$ cat config.mk
export PLATFORM = sky130hd
export DESIGN_NAME = bus_cycle
export DESIGN_NICKNAME = d
export VERILOG_FILES = /design/src/rtl/bus_cycle_pkg.sv /design/src/rtl/bus_cycle_addr.sv /design/src/rtl/bus_cycle.sv
export SDC_FILE = /design/constraint.sdc
export NUM_CORES = 1
export LEC_CHECK = 0
export CORE_ASPECT_RATIO = 1.1
export CORE_MARGIN = 2
export CORE_UTILIZATION = 35
export DETAILED_ROUTE_END_ITERATION = 6
export GPL_TIMING_DRIVEN = 0
export PLACE_DENSITY = 0.66
export SLEW_MARGIN = 10
export SYNTH_ARGS = -nofsm -noshare
export SYNTH_HDL_FRONTEND = slang
export SYNTH_SLANG_ARGS = --single-unit
$ cat constraint.sdc
create_clock -name Clk -period 6.8 [get_ports Clk]
set_clock_uncertainty 0.1 [all_clocks]
set_input_delay 0.68 -clock Clk [delete_from_list [all_inputs] [get_ports Clk]]
set_output_delay 0.68 -clock Clk [all_outputs]
set_load 0.005 [all_outputs]
$ cat src/rtl/bus_cycle_pkg.sv
// Shared T-state encoding, cycle kinds and bus-control payload for the bus cycle sequencer.
package bus_cycle_pkg;

  localparam int unsigned ADDR_W = 16;
  localparam int unsigned I_W    = 8;
  localparam int unsigned R_W    = 7;
  localparam int unsigned WCNT_W = 2;

  typedef enum logic [2:0] {
    ST_IDLE = 3'd0,
    ST_T1   = 3'd1,
    ST_T2   = 3'd2,
    ST_TW   = 3'd3,
    ST_TWA  = 3'd4,
    ST_T3   = 3'd5,
    ST_T4   = 3'd6
  } tstate_e;

  typedef enum logic [2:0] {
    CYC_FETCH  = 3'd0,
    CYC_MEM_RD = 3'd1,
    CYC_MEM_WR = 3'd2,
    CYC_IO_RD  = 3'd3,
    CYC_IO_WR  = 3'd4
  } cycle_e;

  typedef struct packed {
    logic m1_n;
    logic mreq_n;
    logic iorq_n;
    logic rd_n;
    logic wr_n;
    logic rfsh_n;
    logic d_oe;
    logic read_dtcs;
    logic inc_pc;
    logic inc_r;
    logic busy;
    logic done;
  } bus_ctl_t;

  localparam bus_ctl_t CTL_IDLE = '{
    m1_n: 1'b1, mreq_n: 1'b1, iorq_n: 1'b1, rd_n: 1'b1, wr_n: 1'b1, rfsh_n: 1'b1,
    d_oe: 1'b0, read_dtcs: 1'b0, inc_pc: 1'b0, inc_r: 1'b0, busy: 1'b0, done: 1'b0
  };

  // Last T-state of a cycle: T4 for opcode fetch, T3 for everything else.
  function automatic logic is_final(tstate_e st, cycle_e cyc);
    return (st == ST_T4) || ((st == ST_T3) && (cyc != CYC_FETCH));
  endfunction

endpackage

$ cat src/rtl/bus_cycle_addr.sv
// Address latch: true-polarity bus address at T1, refresh address at fetch T3.
module bus_cycle_addr
  import bus_cycle_pkg::*;
(
  input  logic              Clk,
  input  logic              Reset,
  input  logic              ld_bus,
  input  logic              ld_rfsh,
  input  logic              fetch,
  input  logic              addr_sel,
  input  logic [ADDR_W-1:0] notPC,
  input  logic [ADDR_W-1:0] notAddr,
  input  logic [I_W-1:0]    notI,
  input  logic [R_W-1:0]    notR,
  output logic [ADDR_W-1:0] A
);

  always_ff @(posedge Clk or posedge Reset) begin
    if (Reset) begin
      A <= '0;
    end else if (ld_bus) begin
      A <= (fetch || !addr_sel) ? ~notPC : ~notAddr;
    end else if (ld_rfsh) begin
      A <= {~notI, 1'b0, ~notR};
    end
  end

endmodule

$ cat src/rtl/bus_cycle.sv
// Bus cycle sequencer: arbitrates requests and walks T-states, driving registered strobes.
module bus_cycle
  import bus_cycle_pkg::*;
#(
  parameter int unsigned IO_AUTO_WAIT = 1
) (
  input  logic              Clk,
  input  logic              Reset,
  input  logic              PB_Fetch,
  input  logic              PB_MemRead,
  input  logic              PB_MemWrite,
  input  logic              PB_IORead,
  input  logic              PB_IOWrite,
  input  logic              PB_AddrSel,
  input  logic [ADDR_W-1:0] notPC,
  input  logic [ADDR_W-1:0] notAddr,
  input  logic [I_W-1:0]    notI,
  input  logic [R_W-1:0]    notR,
  input  logic              notWAIT,
  output logic [ADDR_W-1:0] A,
  output logic              notM1,
  output logic              notMREQ,
  output logic              notIORQ,
  output logic              notRD,
  output logic              notWR,
  output logic              notRFSH,
  output logic              D_oe,
  output logic              PI_ReadDtcs,
  output logic              PR_Inc_PC,
  output logic              PR_Inc_R,
  output logic              Busy,
  output logic              Done
);

  tstate_e           state, state_nxt;
  cycle_e            cyc, cyc_nxt;
  logic [WCNT_W-1:0] wait_cnt, wait_cnt_nxt;
  bus_ctl_t          ctl, ctl_nxt;
  logic              start_c;
  logic              is_io_c;

  // State, cycle kind, auto-wait counter and registered strobes
  always_ff @(posedge Clk or posedge Reset) begin
    if (Reset) begin
      state    <= ST_IDLE;
      cyc      <= CYC_FETCH;
      wait_cnt <= '0;
      ctl      <= CTL_IDLE;
    end else begin
      state    <= state_nxt;
      cyc      <= cyc_nxt;
      wait_cnt <= wait_cnt_nxt;
      ctl      <= ctl_nxt;
    end
  end

  // Next-state: T-state sequencing plus request arbitration in IDLE or a Done cycle
  always_comb begin
    state_nxt    = state;
    cyc_nxt      = cyc;
    wait_cnt_nxt = wait_cnt;
    start_c      = 1'b0;
    is_io_c      = (cyc == CYC_IO_RD) || (cyc == CYC_IO_WR);

    case (state)
      ST_IDLE: state_nxt = ST_IDLE;
      ST_T1:   state_nxt = ST_T2;
      ST_T2: begin
        if (is_io_c && (IO_AUTO_WAIT != 0)) begin
          state_nxt    = ST_TWA;
          wait_cnt_nxt = WCNT_W'(IO_AUTO_WAIT);
        end else begin
          state_nxt = notWAIT ? ST_T3 : ST_TW;
        end
      end
      ST_TWA: begin
        wait_cnt_nxt = wait_cnt - WCNT_W'(1);
        if (wait_cnt == WCNT_W'(1)) state_nxt = notWAIT ? ST_T3 : ST_TW;
      end
      ST_TW:   state_nxt = notWAIT ? ST_T3 : ST_TW;
      ST_T3:   state_nxt = (cyc == CYC_FETCH) ? ST_T4 : ST_IDLE;
      ST_T4:   state_nxt = ST_IDLE;
      default: state_nxt = ST_IDLE;
    endcase

    if ((state == ST_IDLE) || is_final(state, cyc)) begin
      start_c = PB_Fetch | PB_MemRead | PB_MemWrite | PB_IORead | PB_IOWrite;
      if (PB_Fetch)         cyc_nxt = CYC_FETCH;
      else if (PB_MemRead)  cyc_nxt = CYC_MEM_RD;
      else if (PB_MemWrite) cyc_nxt = CYC_MEM_WR;
      else if (PB_IORead)   cyc_nxt = CYC_IO_RD;
      else if (PB_IOWrite)  cyc_nxt = CYC_IO_WR;
      if (start_c) state_nxt = ST_T1;
    end
  end

  // Strobe decode of the upcoming T-state, registered so every strobe is glitch-free
  always_comb begin
    ctl_nxt = CTL_IDLE;
    case (state_nxt)
      ST_T1, ST_T2, ST_TWA, ST_TW: begin
        ctl_nxt.busy = 1'b1;
        case (cyc_nxt)
          CYC_FETCH: begin
            ctl_nxt.m1_n   = 1'b0;
            ctl_nxt.mreq_n = 1'b0;
            ctl_nxt.rd_n   = 1'b0;
          end
          CYC_MEM_RD: begin
            ctl_nxt.mreq_n = 1'b0;
            ctl_nxt.rd_n   = 1'b0;
          end
          CYC_MEM_WR: begin
            ctl_nxt.mreq_n = 1'b0;
            ctl_nxt.wr_n   = (state_nxt == ST_T1);
            ctl_nxt.d_oe   = 1'b1;
          end
          CYC_IO_RD: begin
            ctl_nxt.iorq_n = (state_nxt == ST_T1);
            ctl_nxt.rd_n   = (state_nxt == ST_T1);
          end
          CYC_IO_WR: begin
            ctl_nxt.iorq_n = (state_nxt == ST_T1);
            ctl_nxt.wr_n   = (state_nxt == ST_T1);
            ctl_nxt.d_oe   = 1'b1;
          end
          default: ctl_nxt.busy = 1'b1;
        endcase
      end
      ST_T3: begin
        ctl_nxt.busy = 1'b1;
        case (cyc_nxt)
          CYC_FETCH: begin
            ctl_nxt.mreq_n    = 1'b0;
            ctl_nxt.rfsh_n    = 1'b0;
            ctl_nxt.read_dtcs = 1'b1;
            ctl_nxt.inc_pc    = 1'b1;
          end
          CYC_MEM_WR: begin
            ctl_nxt.mreq_n = 1'b0;
            ctl_nxt.d_oe   = 1'b1;
            ctl_nxt.done   = 1'b1;
          end
          CYC_IO_WR: begin
            ctl_nxt.d_oe = 1'b1;
            ctl_nxt.done = 1'b1;
          end
          default: begin
            ctl_nxt.read_dtcs = 1'b1;
            ctl_nxt.done      = 1'b1;
          end
        endcase
      end
      ST_T4: begin
        ctl_nxt.busy   = 1'b1;
        ctl_nxt.mreq_n = 1'b0;
        ctl_nxt.rfsh_n = 1'b0;
        ctl_nxt.inc_r  = 1'b1;
        ctl_nxt.done   = 1'b1;
      end
      default: ctl_nxt = CTL_IDLE;
    endcase
  end

  bus_cycle_addr u_addr (
    .Clk      (Clk),
    .Reset    (Reset),
    .ld_bus   (start_c),
    .ld_rfsh  ((state_nxt == ST_T3) && (cyc_nxt == CYC_FETCH)),
    .fetch    (cyc_nxt == CYC_FETCH),
    .addr_sel (PB_AddrSel),
    .notPC    (notPC),
    .notAddr  (notAddr),
    .notI     (notI),
    .notR     (notR),
    .A        (A)
  );

  assign notM1       = ctl.m1_n;
  assign notMREQ     = ctl.mreq_n;
  assign notIORQ     = ctl.iorq_n;
  assign notRD       = ctl.rd_n;
  assign notWR       = ctl.wr_n;
  assign notRFSH     = ctl.rfsh_n;
  assign D_oe        = ctl.d_oe;
  assign PI_ReadDtcs = ctl.read_dtcs;
  assign PR_Inc_PC   = ctl.inc_pc;
  assign PR_Inc_R    = ctl.inc_r;
  assign Busy        = ctl.busy;
  assign Done        = ctl.done;

endmodule
==> reports/metrics.cfg, run 1 <==
[run_status]
outcome=complete, no violations

[worst_setup_path]
worstPathArrival_ns=4.21
start_kind=input pin
crit_fanout=10
worst-endpoint-required_ns=6.88
crit_type=in -> reg
worstSetupEndpointType=register

[synthesis]
synthCells=189
synth.cell_area_sq_um=2060
ys_seq_area_share_pct=44.1
ys.flop_type=dfrtp_1
synthArstFlopShare_pct=100
synth_edf_count=0
syn_nets=251
avgSynthCellArea_sq_um=10.9
yosysUniqueCellTypes=48
yosysWarnings=0
ys_ff_latch=36

[clock_tree]
cts_buffer_depth=2
htree_levels=2
cts_hold_buf=0
cts-buffers-inserted=5
cts_tree=built
post_cts_buffers=0
clk_pin_slew_worst_paths_ns=0.07
cts.sinks=36
clk_latency_ns=0.28
cts_resized=0
cts-root-buf=clkbuf_8

[timing]
drv_slew=0
worst_pin_slew_ns=0.739
hold_viol=0
fmax_mhz=242
setup_viol=0
post-route-period-util_pct=60.7
slew_headroom_pct=50.6
rsz0062_at_grt=no
period_minus_slack_ns=4.12
finalSetupTns_ns=0

[finish]
design_area_sq_um=3090
drive_gt1_share_pct=17.9
final_cell_mix=clkdlybuf4s50_1, dfrtp_1, nor3_1, nor2_1, a21oi_1
final_nets=341
antenna_cells=0
fin_cells=357
final_common_cell=clkdlybuf4s50_1
area_growth_pct=50.3

[pwr]
p_total_mw=1.55
vdd_drop_max_uv=209
power_density_nw_per_um2=501
power.leakage_nw=1.30

[grt]
overflow=0
grt_pass1_vias=1918
grt_first_pass_wirelength_um=8750
grt_max_degree=37
grt_usage_pct=16.7
antenna_found_initial=0

[place]
dp_hpwl_um=3910
gp_congestion=0.805
placed_cells=349
numPortBuffers=83
postPlaceCellArea_sq_um=2990

[floorplanning]
dieHeight_um=84.4
chipWidth_um=77.1
io_pins=84
start_util_pct=35.9
core_sq_um=5730
num_rows=29
dieArea_sq_um=6510

[route]
dr.pass1.iters=4
wl_per_cell_um=14.4
ant_nets=0
drc_errors=0
totalWireLength_um=5130
initialDrtViolationCount=39
via_per_inst=5.02
vias=1793

[flow_run]
max-cap-violations=0

[hold_path]
min_path_type=reg -> reg

==> cells in the mapped netlist (2+ instances only) <==
cell type  instances  area share, %
a21o_1             2           0.73
a21oi_1           12            2.9
a221oi_1           7            3.0
a221oi_2           9            6.6
buf_2              3           0.73
clkbuf_1           3           0.55
dfrtp_1           30             36
dfstp_2            6            7.7
ha_1               6            3.6
inv_1              9            1.6
inv_2              2           0.36
mux2_2             6            3.3
mux2_4             8            5.8
mux2i_1            2           0.97
nand2_1            9            1.6
nand2b_1           4            1.2
nor2_1            14            2.6
nor2b_1            2           0.61
nor3_1            16            3.9
nor3b_1            2           0.73
nor4_1             2           0.61
o21ai_0            3           0.73
o21ai_1            5            1.2
o22ai_1            3           0.91
==> stage by stage <==
stage | util (%) | worst slack (ns) | hold slack (ns)
final | 54.0 | 2.68 | 0.416
after global routing | 54.0 | 2.30 | 0.432
after CTS | 54.0 | 2.64 | 0.422
after detailed placement | 52.1 | 2.35 | 0.407
after global placement | 52.1 | 2.45 | 0.390
after floorplan | - | 3.71 | 0.382
==> critical path, cell delays in order <==
cell and delay [ns]:
clkdlybuf4s50_1 0.59, nor3_1 0.11, a21oi_1 0.47, clkbuf_1 0.49, a21oi_1 0.08, o21ai_1 0.29
ha_1 0.25, nand2_1 0.14, nor3_1 0.46, buf_2 0.33, nor3_1 0.07, a221oi_1 0.24
==> per-layer routing <==
layer  global-route usage (%)  share of wire [%]
met2                     27.8                 46
met4                     5.19                1.2
met3                     6.67                9.6
met5                        0                  0
met1                     19.8                 44
==> cell families (layout without fill, tap and decap cells) <==
family,after synthesis,after routing,share of synthesized area (%)
buffers and inverters,19,110,4.19
flip-flops,36,36,44.1
adder cells (fa/ha/maj),6,6,3.65
multiplexers,16,16,10.1
AO/OA/AOI/OAI,56,56,23.8
XOR/XNOR,2,2,0.851
AND/OR/NAND/NOR,54,54,13.3
==> where the power goes <==
group / leakage, nW / switching (mW) / internal, mW
clock network: 0.0552 / 0.0743 / 0.109
logic: 0.823 / 0.498 / 0.477
registers: 0.420 / 0.0620 / 0.332
==> registers in the layout, summed over array words and instances (netlist names) <==
signal	flops
cyc	3
PR_Inc_PC	1
wait_cnt	2
notRFSH	1
PR_Inc_R	1
notRD	1
state	3
notMREQ	1
Busy	1
notWR	1
notIORQ	1
PI_ReadDtcs	1
D_oe	1
notM1	1
u_addr.A	16
Done	1
==> final timing paths <==
path                                         start                       end  slack [ns]  depth (start not counted)
min in group asynchronous                    Reset  u_addr.A[11]$_DFFE_PP0P_        0.74                          2
min                        wait_cnt[1]$_DFFE_PP0P_   wait_cnt[1]$_DFFE_PP0P_        0.42                          1
max reg2reg                     state[1]$_DFF_PP0_   u_addr.A[2]$_DFFE_PP0P_        2.84                         12
max in group asynchronous                    Reset        state[0]$_DFF_PP0_        5.39                          2
min reg2reg                wait_cnt[1]$_DFFE_PP0P_   wait_cnt[1]$_DFFE_PP0P_        0.42                          1
max                                     PB_MemRead   u_addr.A[2]$_DFFE_PP0P_        2.68                         12
==> area by class of cell <==
type / count / area, sq um
plain buffers: 8 / 45.0
clock buffers: 6 / 72.6
clock inverters: 2 / 35.0
fillers: 534 / 2640
inverters: 11 / 41.3
multi-input cells: 134 / 1060
flip-flops and latches: 36 / 908
well taps: 77 / 96.3
repair buffers: 83 / 831
Note: power is estimated with default switching activity, not from simulation.
==> run 2, diff against run 1 <==
==> constraint.sdc (replaced) <==
create_clock -name Clk -period 3.9 [get_ports Clk]
set_clock_uncertainty 0.1 [all_clocks]
set_input_delay 0.39 -clock Clk [delete_from_list [all_inputs] [get_ports Clk]]
set_output_delay 0.39 -clock Clk [all_outputs]
set_load 0.005 [all_outputs]
==> run 2 against run 1 <==
  * Clock power grew 74%
  * Global-route usage unchanged
  * First-iteration DRC count grew 26%
  * Hold slack about the same
  * Via count is 0.67% higher
  * Die area unchanged
  * Critical path type is now reg -> reg
  * Largest cell class unchanged
  * Highest routed layer unchanged
==> reports/metrics.cfg, run 2 (synthesis results as in run 1) <==
[finish]
drive_gt1_share_pct=18.9
final_common_cell=clkdlybuf4s50_1
top_regs=u_addr.A x16, cyc x3, state x3
final_nets=341
largest_register=u_addr.A
area_growth_pct=50.8
largest_reg_flops=16
antenna_cells=0
fin_cells=357
fillers=534
final_cell_mix=clkdlybuf4s50_1, dfrtp_1, nor3_1, nor2_1, a21oi_1

[timing]
fmax_mhz=291
worst_pin_slew_ns=0.740
drv_slew=0
setup_slack_ns=0.462
post-route-period-util_pct=88.2
hold_viol=0
slew_headroom_pct=50.6
setup_viol=0
rsz0062_at_grt=no
period_minus_slack_ns=3.44

[grt]
overflow=0
gr-usage-met1_pct=19.8
busiest_layer=met2
grtUsageMet2_pct=27.8
grt_pass1_vias=1918
grt_util_met3_pct=6.67
antenna_found_initial=0
grt_max_degree=37
grt_usage_pct=16.7
grt_first_pass_wirelength_um=8750

[worst_setup_path]
crit_fanout=10
crit_type=reg -> reg
cpMaxStageDelayCell=dfrtp_1
path_cells=nand2b_4 > o22a_2 > a21oi_2 > clkbuf_2 > a21oi_1 > o21ai_1 > ha_1 > nand2_1 > nor3_2 > buf_2 > nor3_1 > a221oi_1
worstSetupEndpointType=register
start_kind=register
rr_startpoint=state[1]$_DFF_PP0_
worst-endpoint-required_ns=3.98
slowest_delay_ns=0.44
worstPathArrival_ns=3.52
crit_start=state[1]$_DFF_PP0_

[floorplanning]
start_util_pct=35.9
dieHeight_um=84.4
core_sq_um=5730
io_pins=84
num_rows=29
dieArea_sq_um=6510
chipWidth_um=77.1

[route]
ant_nets=0
via_per_inst=5.06
dr.pass1.iters=4
initialDrtViolationCount=49
wl_per_cell_um=14.4
totalWireLength_um=5150
vias=1805
drc_errors=0

[clock_tree]
cts.sinks=36
post_cts_buffers=0
cts-buffers-inserted=5
clk_latency_ns=0.28
cts_buffer_depth=2
clk_pin_slew_worst_paths_ns=0.07
htree_levels=2
cts_tree=built
cts-root-buf=clkbuf_8

[run_status]
outcome=complete, no violations

[pwr]
vdd_drop_max_uv=364
power_density_nw_per_um2=874
power.leakage_nw=1.30

[hold_path]
min_path_type=reg -> reg
hold_start=wait_cnt[1]$_DFFE_PP0P_

[place]
dp_slack_ns=-0.264
numPortBuffers=83
placed_cells=349
gp_congestion=0.805
dp_hpwl_um=3910

[flow_run]
max-cap-violations=0

==> run 2: cell counts in the layout (fill, tap and decap cells not counted) <==
Identical to the previous run, type by type.
==> run 2: timing repair <==
action / in CTS / in global routing
hold buffers: 0 / 0
gates resized for setup: 1 / 2
setup endpoints to repair: 14 / 15
==> run 2: per-layer routing <==
| layer | vias up | part of all wire, % |
|---|---|---|
| met5 | - | 0 |
| met4 | 0 | 1.3 |
| met3 | 9 | 10 |
| met2 | 86 | 46 |
| met1 | 822 | 42 |
| li1 | 888 | - |
==> run 2: power by group <==
| group | switching, mW | internal [mW] | total, mW | leakage [nW] |
|---|---|---|---|---|
| Clock | 0.130 | 0.190 | 0.319 | 0.0552 |
| Combinational | 0.872 | 0.836 | 1.71 | 0.828 |
| Sequential | 0.108 | 0.578 | 0.686 | 0.420 |
==> run 2: worst paths after layout <==
path,depth (start not counted),endpoint,slack (ns)
max in group asynchronous,2,state[0]$_DFF_PP0_,2.78
min,1,wait_cnt[1]$_DFFE_PP0P_,0.42
min in group asynchronous,2,u_addr.A[11]$_DFFE_PP0P_,0.45
max reg2reg,12,u_addr.A[2]$_DFFE_PP0P_,0.46
min reg2reg,1,wait_cnt[1]$_DFFE_PP0P_,0.42
max,12,u_addr.A[2]$_DFFE_PP0P_,0.46
==> run 2: layout make-up <==
type | count | area (sq um) | share of cell area [%]
tap | 77 | 96.3 | 3.10
clock buffer | 6 | 72.6 | 2.34
inverter | 11 | 41.3 | 1.33
multi-input combinational | 134 | 1070 | 34.6
buffer | 8 | 46.3 | 1.49
sequential | 36 | 908 | 29.3
timing repair buffer | 83 | 831 | 26.8
clock inverter | 2 | 35.0 | 1.13
==> run 2: worst max-delay path, delay by kind of cell (launching register included) <==
family                   cells  cell delay, ns
AO/OA/AOI/OAI                5            1.20
AND/OR/NAND/NOR              4            0.73
adder cells (fa/ha/maj)      1            0.25
buffers and inverters        2            0.62
flip-flops                   1            0.44
==> run 2: per-stage QoR <==
| stage | power, mW | hold WS [ns] | utilization, % | TNS (ns) | cell area (sq um) |
|---|---|---|---|---|---|
| after global routing | 2.95 | 0.432 | 54.1 | 0 | 3100 |
| after detailed placement | 2.39 | 0.407 | 52.1 | -3.09 | 2990 |
| final | 2.71 | 0.416 | 54.1 | 0 | 3100 |
| after CTS | 2.73 | 0.422 | 54.0 | 0 | 3090 |
| after floorplan | 1.82 | 0.372 | - | 0 | 2060 |
| after global placement | 2.38 | 0.390 | 52.1 | -1.86 | 2990 |
==> run 3, diff against run 2 <==
--- a/config.mk
+++ b/config.mk
@@ -8,6 +8,7 @@
 export CORE_ASPECT_RATIO = 1.1
 export CORE_MARGIN = 2
 export CORE_UTILIZATION = 35
+export CTS_CLUSTER_SIZE = 25
 export DETAILED_ROUTE_END_ITERATION = 6
 export GPL_TIMING_DRIVEN = 0
 export PLACE_DENSITY = 0.66
==> results of run 3 <==
No change in the layout: final DEF, timing and power equal those of run 2.
